### config.mk
export PLATFORM = sky130hd
export DESIGN_NAME = vga_pixel_writer
export DESIGN_NICKNAME = d
export VERILOG_FILES = /design/src/rtl/vga_pkg.sv /design/src/rtl/vga_fb_addr.sv /design/src/rtl/vga_pixel_writer.sv
export SDC_FILE = /design/constraint.sdc
export NUM_CORES = 1
export LEC_CHECK = 0
export CAP_MARGIN = 5
export CELL_PAD_IN_SITES_DETAIL_PLACEMENT = 1
export CELL_PAD_IN_SITES_GLOBAL_PLACEMENT = 1
export CORE_UTILIZATION = 31
export CTS_CLUSTER_SIZE = 25
export DETAILED_ROUTE_END_ITERATION = 10
export PLACE_DENSITY = 0.9
export SLEW_MARGIN = 20
export SYNTH_ARGS = -nofsm -noshare
export SYNTH_HDL_FRONTEND = slang
export SYNTH_SLANG_ARGS = --single-unit
export TNS_END_PERCENT = 30
### constraint.sdc
create_clock -name clk -period 2.05 [get_ports clk]
set_input_delay 0.41 -clock clk [delete_from_list [all_inputs] [get_ports clk]]
set_output_delay 0.41 -clock clk [all_outputs]
set_load 0.01 [all_outputs]
### src/rtl/vga_pkg.sv
// Shared definitions for the VGA framebuffer pixel writer and display reader.
// Optional clear sequence is enabled with the VGA_CLEAR_EN macro.
package vga_pkg;

  // Word address of framebuffer word 0 and framebuffer geometry
  localparam logic [31:0] WORD_ADDRESS_BASE_DEFAULT = 32'h3E80;
  localparam int          FB_ROWS_DEFAULT           = 96;
  localparam int          FB_WORDS                  = 4 * FB_ROWS_DEFAULT;  // 384

  // Display bus phase encodings
  localparam logic [1:0] VGA_INACTIVE   = 2'd0;
  localparam logic [1:0] VGA_PRE_ACTIVE = 2'd1;
  localparam logic [1:0] VGA_ACTIVE     = 2'd2;

  // Pixel writer FSM states
  typedef enum logic [2:0] {
    ST_IDLE,
    ST_READ_REQ,
    ST_READ_WAIT,
    ST_WRITE_REQ,
    ST_WRITE_WAIT
`ifdef VGA_CLEAR_EN
    , ST_CLEAR
`endif
  } wr_state_t;

endpackage

### src/rtl/vga_fb_addr.sv
// Framebuffer address map: pixel (x, y) -> SRAM word address and bit index.
// Shared with the display reader so both sides agree on the bit order.
module vga_fb_addr
  import vga_pkg::*;
#(
  parameter logic [31:0] WORD_ADDRESS_BASE = WORD_ADDRESS_BASE_DEFAULT
) (
  input  logic [6:0]  i_x,
  input  logic [6:0]  i_y,
  output logic [31:0] o_word_addr,
  output logic [4:0]  o_bit_idx
);

  // Four 32-bit words per 128-pixel row; x[6:5] selects the word in the row
  assign o_word_addr = WORD_ADDRESS_BASE + {23'd0, i_y, 2'b00} + {30'd0, i_x[6:5]};

  // The display shifts words out LSB-first in reversed 5-bit order
  assign o_bit_idx = {i_x[0], i_x[1], i_x[2], i_x[3], i_x[4]};

endmodule

### src/rtl/vga_pixel_writer.sv
// Read-modify-write of single framebuffer pixels in SRAM, deferred while the
// display owns the bus. Optional full-framebuffer clear with VGA_CLEAR_EN.
module vga_pixel_writer
  import vga_pkg::*;
#(
  parameter logic [31:0] WORD_ADDRESS_BASE = WORD_ADDRESS_BASE_DEFAULT,
  parameter int          FB_ROWS           = FB_ROWS_DEFAULT
) (
  input  logic        clk,
  input  logic        nrst,
  input  logic        pixel_valid,
  input  logic [6:0]  pixel_x,
  input  logic [6:0]  pixel_y,
  input  logic        pixel_value,
  output logic        pixel_ready,
  output logic        pixel_done,
  input  logic [1:0]  VGA_state,
  input  logic [31:0] SRAM_data_in,
  input  logic        SRAM_busy,
`ifdef VGA_CLEAR_EN
  input  logic        clear_req,
`endif
  output logic        read_en,
  output logic        write_en,
  output logic [31:0] word_address_dest,
  output logic [31:0] data_out,
  output logic [3:0]  byte_select
);

  localparam logic [7:0] ROWS8 = 8'(FB_ROWS);
`ifdef VGA_CLEAR_EN
  localparam logic [8:0] CLR_LAST = 9'(4 * FB_ROWS - 1);
`endif

  wr_state_t   r_state;
  wr_state_t   w_next;
  logic [6:0]  r_x;
  logic [6:0]  r_y;
  logic        r_value;
  logic        r_hold;
  logic        r_done;
  logic [31:0] r_data;
  logic [31:0] w_word_addr;
  logic [4:0]  w_bit_idx;
  logic [31:0] w_merged;
  logic        w_idle;
  logic        w_vga_idle;
  logic        w_in_range;
  logic        w_accept;
  logic        w_clear_start;
`ifdef VGA_CLEAR_EN
  logic [8:0]  r_clr_cnt;
  logic        r_clr_wait;
`endif

  vga_fb_addr #(
    .WORD_ADDRESS_BASE (WORD_ADDRESS_BASE)
  ) u_fb_addr (
    .i_x         (r_x),
    .i_y         (r_y),
    .o_word_addr (w_word_addr),
    .o_bit_idx   (w_bit_idx)
  );

  assign w_idle     = (r_state == ST_IDLE);
  assign w_vga_idle = (VGA_state == VGA_INACTIVE);
  assign w_in_range = ({1'b0, pixel_y} < ROWS8);

`ifdef VGA_CLEAR_EN
  // A clear may only start when the bus is free and no pixel is parked
  assign w_clear_start = clear_req & w_idle & ~r_hold & w_vga_idle;
`else
  assign w_clear_start = 1'b0;
`endif

  // A parked request or a starting clear blocks new pixel requests
  assign pixel_ready = w_idle & ~r_hold & ~w_clear_start;
  assign w_accept    = pixel_valid & pixel_ready;
  assign pixel_done  = r_done;

  // Read data with the target pixel replaced by the latched value
  always_comb begin
    w_merged            = SRAM_data_in;
    w_merged[w_bit_idx] = r_value;
  end

  // State register
  // NOTE: sequential state uses non-blocking assignments so every flop
  // samples pre-edge values regardless of block evaluation order.
  always_ff @(posedge clk or negedge nrst) begin
    if (!nrst) r_state <= ST_IDLE;
    else       r_state <= w_next;
  end

  // Next-state logic
  // NOTE: every combinational output gets a default first; a missing branch
  // would otherwise infer a latch.
  always_comb begin
    w_next = r_state;
    case (r_state)
      ST_IDLE: begin
        if (r_hold) begin
          if (w_vga_idle) w_next = ST_READ_REQ;
        end else if (w_accept && w_in_range && w_vga_idle) begin
          w_next = ST_READ_REQ;
        end
`ifdef VGA_CLEAR_EN
        else if (w_clear_start) begin
          w_next = ST_CLEAR;
        end
`endif
      end
      ST_READ_REQ:   w_next = ST_READ_WAIT;
      ST_READ_WAIT:  if (!SRAM_busy) w_next = ST_WRITE_REQ;
      ST_WRITE_REQ:  w_next = ST_WRITE_WAIT;
      ST_WRITE_WAIT: if (!SRAM_busy) w_next = ST_IDLE;
`ifdef VGA_CLEAR_EN
      ST_CLEAR:      if (r_clr_wait && !SRAM_busy && (r_clr_cnt == CLR_LAST)) w_next = ST_IDLE;
`endif
      default:       w_next = ST_IDLE;
    endcase
  end

  // Request latches, hold flag, modified word and the done pulse
  always_ff @(posedge clk or negedge nrst) begin
    if (!nrst) begin
      r_x     <= '0;
      r_y     <= '0;
      r_value <= 1'b0;
      r_hold  <= 1'b0;
      r_done  <= 1'b0;
      r_data  <= '0;
    end else begin
      r_done <= 1'b0;
      if (w_accept) begin
        r_x     <= pixel_x;
        r_y     <= pixel_y;
        r_value <= pixel_value;
        if (!w_in_range)      r_done <= 1'b1;  // off-screen row: drop, no SRAM access
        else if (!w_vga_idle) r_hold <= 1'b1;  // display owns the bus: park it
      end
      if (w_idle && r_hold && w_vga_idle) r_hold <= 1'b0;
      if ((r_state == ST_READ_WAIT) && !SRAM_busy) r_data <= w_merged;
      if ((r_state == ST_WRITE_WAIT) && !SRAM_busy) r_done <= 1'b1;
`ifdef VGA_CLEAR_EN
      if (r_state == ST_CLEAR && r_clr_wait && !SRAM_busy && (r_clr_cnt == CLR_LAST)) r_done <= 1'b1;
`endif
    end
  end

`ifdef VGA_CLEAR_EN
  // Clear word counter: alternate one write cycle with a wait-for-idle phase
  always_ff @(posedge clk or negedge nrst) begin
    if (!nrst) begin
      r_clr_cnt  <= '0;
      r_clr_wait <= 1'b0;
    end else if (w_clear_start) begin
      r_clr_cnt  <= '0;
      r_clr_wait <= 1'b0;
    end else if (r_state == ST_CLEAR) begin
      if (!r_clr_wait) begin
        r_clr_wait <= 1'b1;
      end else if (!SRAM_busy) begin
        r_clr_wait <= 1'b0;
        if (r_clr_cnt != CLR_LAST) r_clr_cnt <= r_clr_cnt + 9'd1;
      end
    end
  end
`endif

  // SRAM request outputs decoded from the current state
  always_comb begin
    read_en           = 1'b0;
    write_en          = 1'b0;
    word_address_dest = '0;
    data_out          = '0;
    case (r_state)
      ST_READ_REQ: begin
        read_en           = 1'b1;
        word_address_dest = w_word_addr;
      end
      ST_READ_WAIT:  word_address_dest = w_word_addr;
      ST_WRITE_REQ: begin
        write_en          = 1'b1;
        word_address_dest = w_word_addr;
        data_out          = r_data;
      end
      ST_WRITE_WAIT: word_address_dest = w_word_addr;
`ifdef VGA_CLEAR_EN
      ST_CLEAR: begin
        write_en          = ~r_clr_wait;
        word_address_dest = WORD_ADDRESS_BASE + {23'd0, r_clr_cnt};
      end
`endif
      default: ;
    endcase
  end

  assign byte_select = (read_en | write_en) ? 4'hF : 4'h0;

endmodule

; Word-level counts from Yosys, hierarchy flattened
; Index checks and enable logic that the tools add are counted.
[totals]
register_bits = 52
wordCells = 61
[op_classes]
n_reduce_logical = 15
add_sub_neg = 2
n_bitwise = 4
magnitude_cmp = 3
n_mux = 21
n_eq_ne = 9
[op_table]
columns = cell, count
row1 = 32-bit two-way mux, 2
row2 = 32-bit by 2-bit adder with 32-bit output, 1
row3 = 32-bit bitwise mux, 1
row4 = 14-bit by 9-bit adder with 15-bit output (first input constant), 1
row5 = 3-bit two-way mux, 5
row6 = 3-bit one-hot mux with 5 select lines, 1
row7 = 1-bit two-way mux, 10
row8 = 1-bit logical AND, 7
row9 = 7-bit less-than comparator (second input constant), 1
row10 = 3-bit by 2-bit equality test with 1-bit output (second input constant), 2
row11 = 5-bit by 6-bit less-than comparator with 1-bit output (second input constant), 1
row12 = 3-bit by 2-bit inequality test with 1-bit output (second input constant), 2
row13 = 1-bit demux with 5-bit select, 1
row14 = 5-bit by 1-bit >= comparator with 1-bit output (second input constant), 1
row15 = 4-bit two-way mux, 1
row16 = 2-bit inequality test (second input constant), 2
row17 = 4-bit AND reduction, 1
row18 = 2-bit nonzero test, 2
row19 = 4-bit OR reduction, 1
row20 = 3-bit by 1-bit equality test with 1-bit output (second input constant), 1
row21 = 3-bit equality test (second input constant), 1
row22 = 3-bit zero test, 1
row23 = 3-bit AND reduction, 1
row24 = 1-bit AND, 2
row25 = other kinds (5), 5

; Depth between registers and ports, before layout
[depth]
ltp_word = 8
ltp_mapped = 6

; Modules after synthesis
; Synthesis repeated with hierarchy kept, for this count alone.
[unflattened]
cells_unflattened = 373
area_unflattened_um2 = 3263.1
[by_module_without_submodules]
columns = mod, instances, area_per_inst_um2, cells_each, seq_area_each_um2
row1 = vga_pixel_writer, 1, 2979.1, 335, 1301.2
row2 = vga_fb_addr, 1, 284.0, 38, 0.0

; Least setup slack after synthesis
; No wires, ideal clock.
[synth_path]
path_type = register to output
from = reg r_state[0]
to = out read_en
path_slack_ns = 0.258
path_stages_with_launch = 4
arrival_ns = 1.382
n_path_buf = 1
cell_sequence = dfrtp_1 nor2b_1 clkbuf_1 nor2b_1
[synth_between]
elab_chain_cells = 2
[synth_lines]
columns = item, line_no
row1 = "start, declared", vga_pixel_writer.sv:35  ; wr_state_t r_state;
row2 = "start signal, assigned", vga_pixel_writer.sv:92  ; else r_state <= w_next;
row3 = 3-bit by 1-bit equality test with 1-bit output, vga_pixel_writer.sv:177  ; case (r_state)
row4 = 1-bit two-way mux, vga_pixel_writer.sv:177
row5 = "end, declared", vga_pixel_writer.sv:23  ; output logic read_en,
; No other way between the ends.

; Final worst setup path
[layout_path]
from = reg r_state[1]
to = out word_address_dest[3]
[layout_between]
elab_chain_cells = 3
[layout_lines]
columns = item, line_no
row1 = 3-bit by 2-bit equality test with 1-bit output (tied with other cells), vga_pixel_writer.sv:177
row2 = 4-bit OR reduction (no line) (*), -
row3 = 32-bit two-way mux (*), vga_pixel_writer.sv:177
row4 = "end, declared", vga_pixel_writer.sv:25  ; output logic [31:0] word_address_dest,
; Every way passes the cells marked *; elsewhere a longest branch is shown, timed or not.

==> flow_metrics.py <==
metrics = {
    "timing": {
        "period_share": 0.971,
        "timing.fmax_mhz": 502,
        "slew_headroom": 0.488,
        "post-route-min-period_ns": 1.99,
        "finalHoldViolCount": 0,
        "drv_slew": 0,
        "skew_ns": 0.00713,
        "tightest_slew_ns": 0.749,
        "setup_viol": 0,
        "hold_slack_ns": 0.509,
    },
    "critical_path": {
        "cp-start-kind": "register",
        "critPathArrivalTime_ns": 1.58,
        "worstPathRequired_ns": 1.64,
        "path_max_fanout": 5,
        "critPathKind": "reg -> out",
        "end_kind": "primary output",
    },
    "outcome": {
        "status": "finished, final reports clean",
    },
    "grt": {
        "antenna_found_initial": 0,
        "grt_max_degree": 65,
        "grt-ovfl-total": 0,
        "grt_use_total": 0.198,
        "grt_pass1_wl_um": 15200,
        "grt_pass1_vias": 2971,
    },
    "run": {
        "drv_cap": 0,
    },
    "final_layout": {
        "drive_gt1_frac": 0.173,
        "nets": 493,
        "diodes": 0,
        "utilization": 0.459,
        "area_growth_pct": 42.1,
        "fillers": 1138,
    },
    "die": {
        "rows": 35,
        "io_pins": 125,
        "coreArea_um2": 9370,
        "fp.dieArea_um2": 10200,
        "die_h_um": 101,
        "start_util": 0.323,
        "die_w_um": 101,
    },
    "drt": {
        "wl_um": 9900,
        "post-route-drc-count": 0,
        "postRouteAntennaNets": 0,
        "wl_per_cell_um": 17.4,
        "vias_per_cell": 4.95,
        "drt-pass1-iter-count": 5,
        "drt_iter0_markers": 101,
        "vias": 2811,
    },
    "pwr": {
        "ir_drop_mv": 0.687,
        "p_leak_nw": 2.04,
        "power_density_nw_per_um2": 1510,
        "power_w": 0.00652,
    },
    "synthesis": {
        "syn_inst": 337,
        "synth_cell_types": 36,
        "synth_warnings": 0,
        "yosysTopAreaCell": "dfrtp_1",
        "ys_seq_area_frac": 0.430,
        "avgSynthCellArea_um2": 8.98,
        "synthTopCellsByArea": "dfrtp_1 (43%), and3_1 (7.0%), a31oi_1 (6.8%), buf_4 (6.0%), o21ai_0 (5.5%)",
        "synth-seq-cells": 52,
        "yosys.area.top_type_share": 0.430,
        "syn-cell-area_um2": 3030,
    },
    "clock_tree": {
        "cts_buffers": 5,
        "cts-root-to-sink-buffers": 2,
        "clkLatencyLatePin_ns": 0.31,
        "cts_tree": "done",
        "clkTransAtPathRegs_ns": 0.10,
        "root_buffer": "clkbuf_8",
        "cts.sinks": 52,
        "cts_htree_levels": 2,
    },
    "hold_path": {
        "hp-class": "reg -> reg",
    },
    "placement": {
        "place.detailed.hpwl_um": 6890,
        "place_congestion": 0.786,
        "portBuffers": 107,
    },
}
critical path, cell delays in order (launching register included):
cell             delay, ns
dfrtp_2               0.44
nor2_4                0.14
xnor2_2               0.16
buf_4                 0.18
and2_1                0.12
clkdlybuf4s15_2       0.22
what timing repair did:
action / in CTS / in global routing
pin swaps: 2 / 3
gates cloned: 1 / 0
endpoints found under the hold margin: 6 / 0
endpoints found under the setup margin: 54 / 39
hold buffers: 1 / 0
gates resized for setup: 86 / 25
setup buffers: 8 / 3
metal layers:
| layer | vias to the layer above | global-route usage | wire, um |
|---|---|---|---|
| met5 | - | 0 | 0 |
| met4 | 0 | 0.0803 | 272 |
| met3 | 22 | 0.0298 | 477 |
| met2 | 105 | 0.365 | 5130 |
| met1 | 1354 | 0.228 | 4020 |
| li1 | 1330 | - | - |
placed cells by master (no fill, tap or decap), types with 3 or more instances in the layout:
master,n
clkbuf_8,5
and3b_1,5
mux2_2,6
a31oi_1,33
dfrtp_1,49
dlygate4sd2_1,37
nor2b_4,3
and3_1,34
o21ai_0,33
buf_2,6
dfrtp_2,3
nor3b_1,3
or3b_2,3
nor2_1,34
and2_1,9
conb_1,17
nand3b_1,3
buf_6,3
mux2_4,9
nor3_1,3
clkdlybuf4s15_1,3
clkdlybuf4s50_1,52
clkbuf_2,5
nand2_1,35
buf_4,18
buf_12,3
through the flow:
stage	setup TNS (ns)	instance area, um^2	worst slack (ns)	cells
final	0	4300	0.0599	568
after global placement	0	4140	0.0459	550
after detailed placement	-0.0213	4140	-0.0213	550
after CTS	-0.220	4300	-0.220	567
after global routing	-0.00590	4300	-0.00342	568
after floorplan	0	3090	0.258	353
power by group:
part | switching (W) | leakage (nW) | internal, W
logic | 0.00186 | 1.39 | 0.00182
clock network | 0.000340 | 0.0642 | 0.000481
registers | 0.000487 | 0.589 | 0.00154
state kept, by name, summed over array words and instances (netlist names):
name        flops
r_x             7
r_data         32
r_value         1
r_state         3
pixel_done      1
r_y             7
r_hold          1
cell usage after synthesis:
cell        n
a21oi_1     2
a31o_2      1
clkbuf_2    2
a2111oi_0   1
nand2_4     1
nand3_1     2
nor2b_1     4
conb_1      1
buf_2       8
or3b_2      3
clkbuf_1   13
a31oi_1    33
inv_1       1
nand2b_1    2
and3_1     34
ha_1        1
nor3b_2     1
nor4_4      1
buf_6       2
or3_1       1
buf_1       1
xnor2_1     2
nor2_1     35
o21ai_0    33
mux2_2      6
nand2_1    35
or2_2       1
and3b_1     5
and2_1     10
dfrtp_1    52
buf_4      24
nor3_1      3
nand3b_1    3
nor3b_1     3
nor4b_1     1
mux2_4      9
logic make-up (layout without fill, tap and decap cells):
group                      after synthesis  after routing  share of synthesized area
xor gates and xnor gates                 2              2                    0.00579
adders and majority gates                1              1                    0.00413
and+or+nand+nor                        145            145                      0.258
AOI/OAI and AO/OA                       70             70                      0.132
muxes                                   15             15                     0.0669
DFF                                     52             52                      0.430
buffers and inverters                   51            137                      0.102
other                                    1             17                    0.00124
area by class of cell:
type,count,area [um^2],area share
tap,129,161,0.0375
inverter,1,3.75,0.000872
clock buffer,5,68.8,0.0160
clock inverter,2,60.1,0.0140
sequential,52,1310,0.303
timing repair buffer,129,1180,0.274
multi-input combinational,250,1520,0.354
final timing paths:
| kind | cells after the start | endpoint | startpoint | slack, ns |
|---|---|---|---|---|
| worst max-delay path | 5 | word_address_dest[3] | r_state[1]$_DFFE_PN0P_ | 0.06 |
| worst min-delay path | 1 | r_y[0]$_DFFE_PN0P_ | r_y[0]$_DFFE_PN0P_ | 0.51 |
| worst max register to register | 5 | r_state[0]$_DFFE_PN0P_ | r_state[1]$_DFFE_PN0P_ | 0.17 |
| worst min register to register | 1 | r_y[0]$_DFFE_PN0P_ | r_y[0]$_DFFE_PN0P_ | 0.51 |
| max in group asynchronous | 3 | r_state[2]$_DFFE_PN0P_ | nrst | 0.84 |
| min in group asynchronous | 2 | r_data[17]$_DFFE_PN0P_ | nrst | 0.53 |
(Power assumes the default switching activity.)
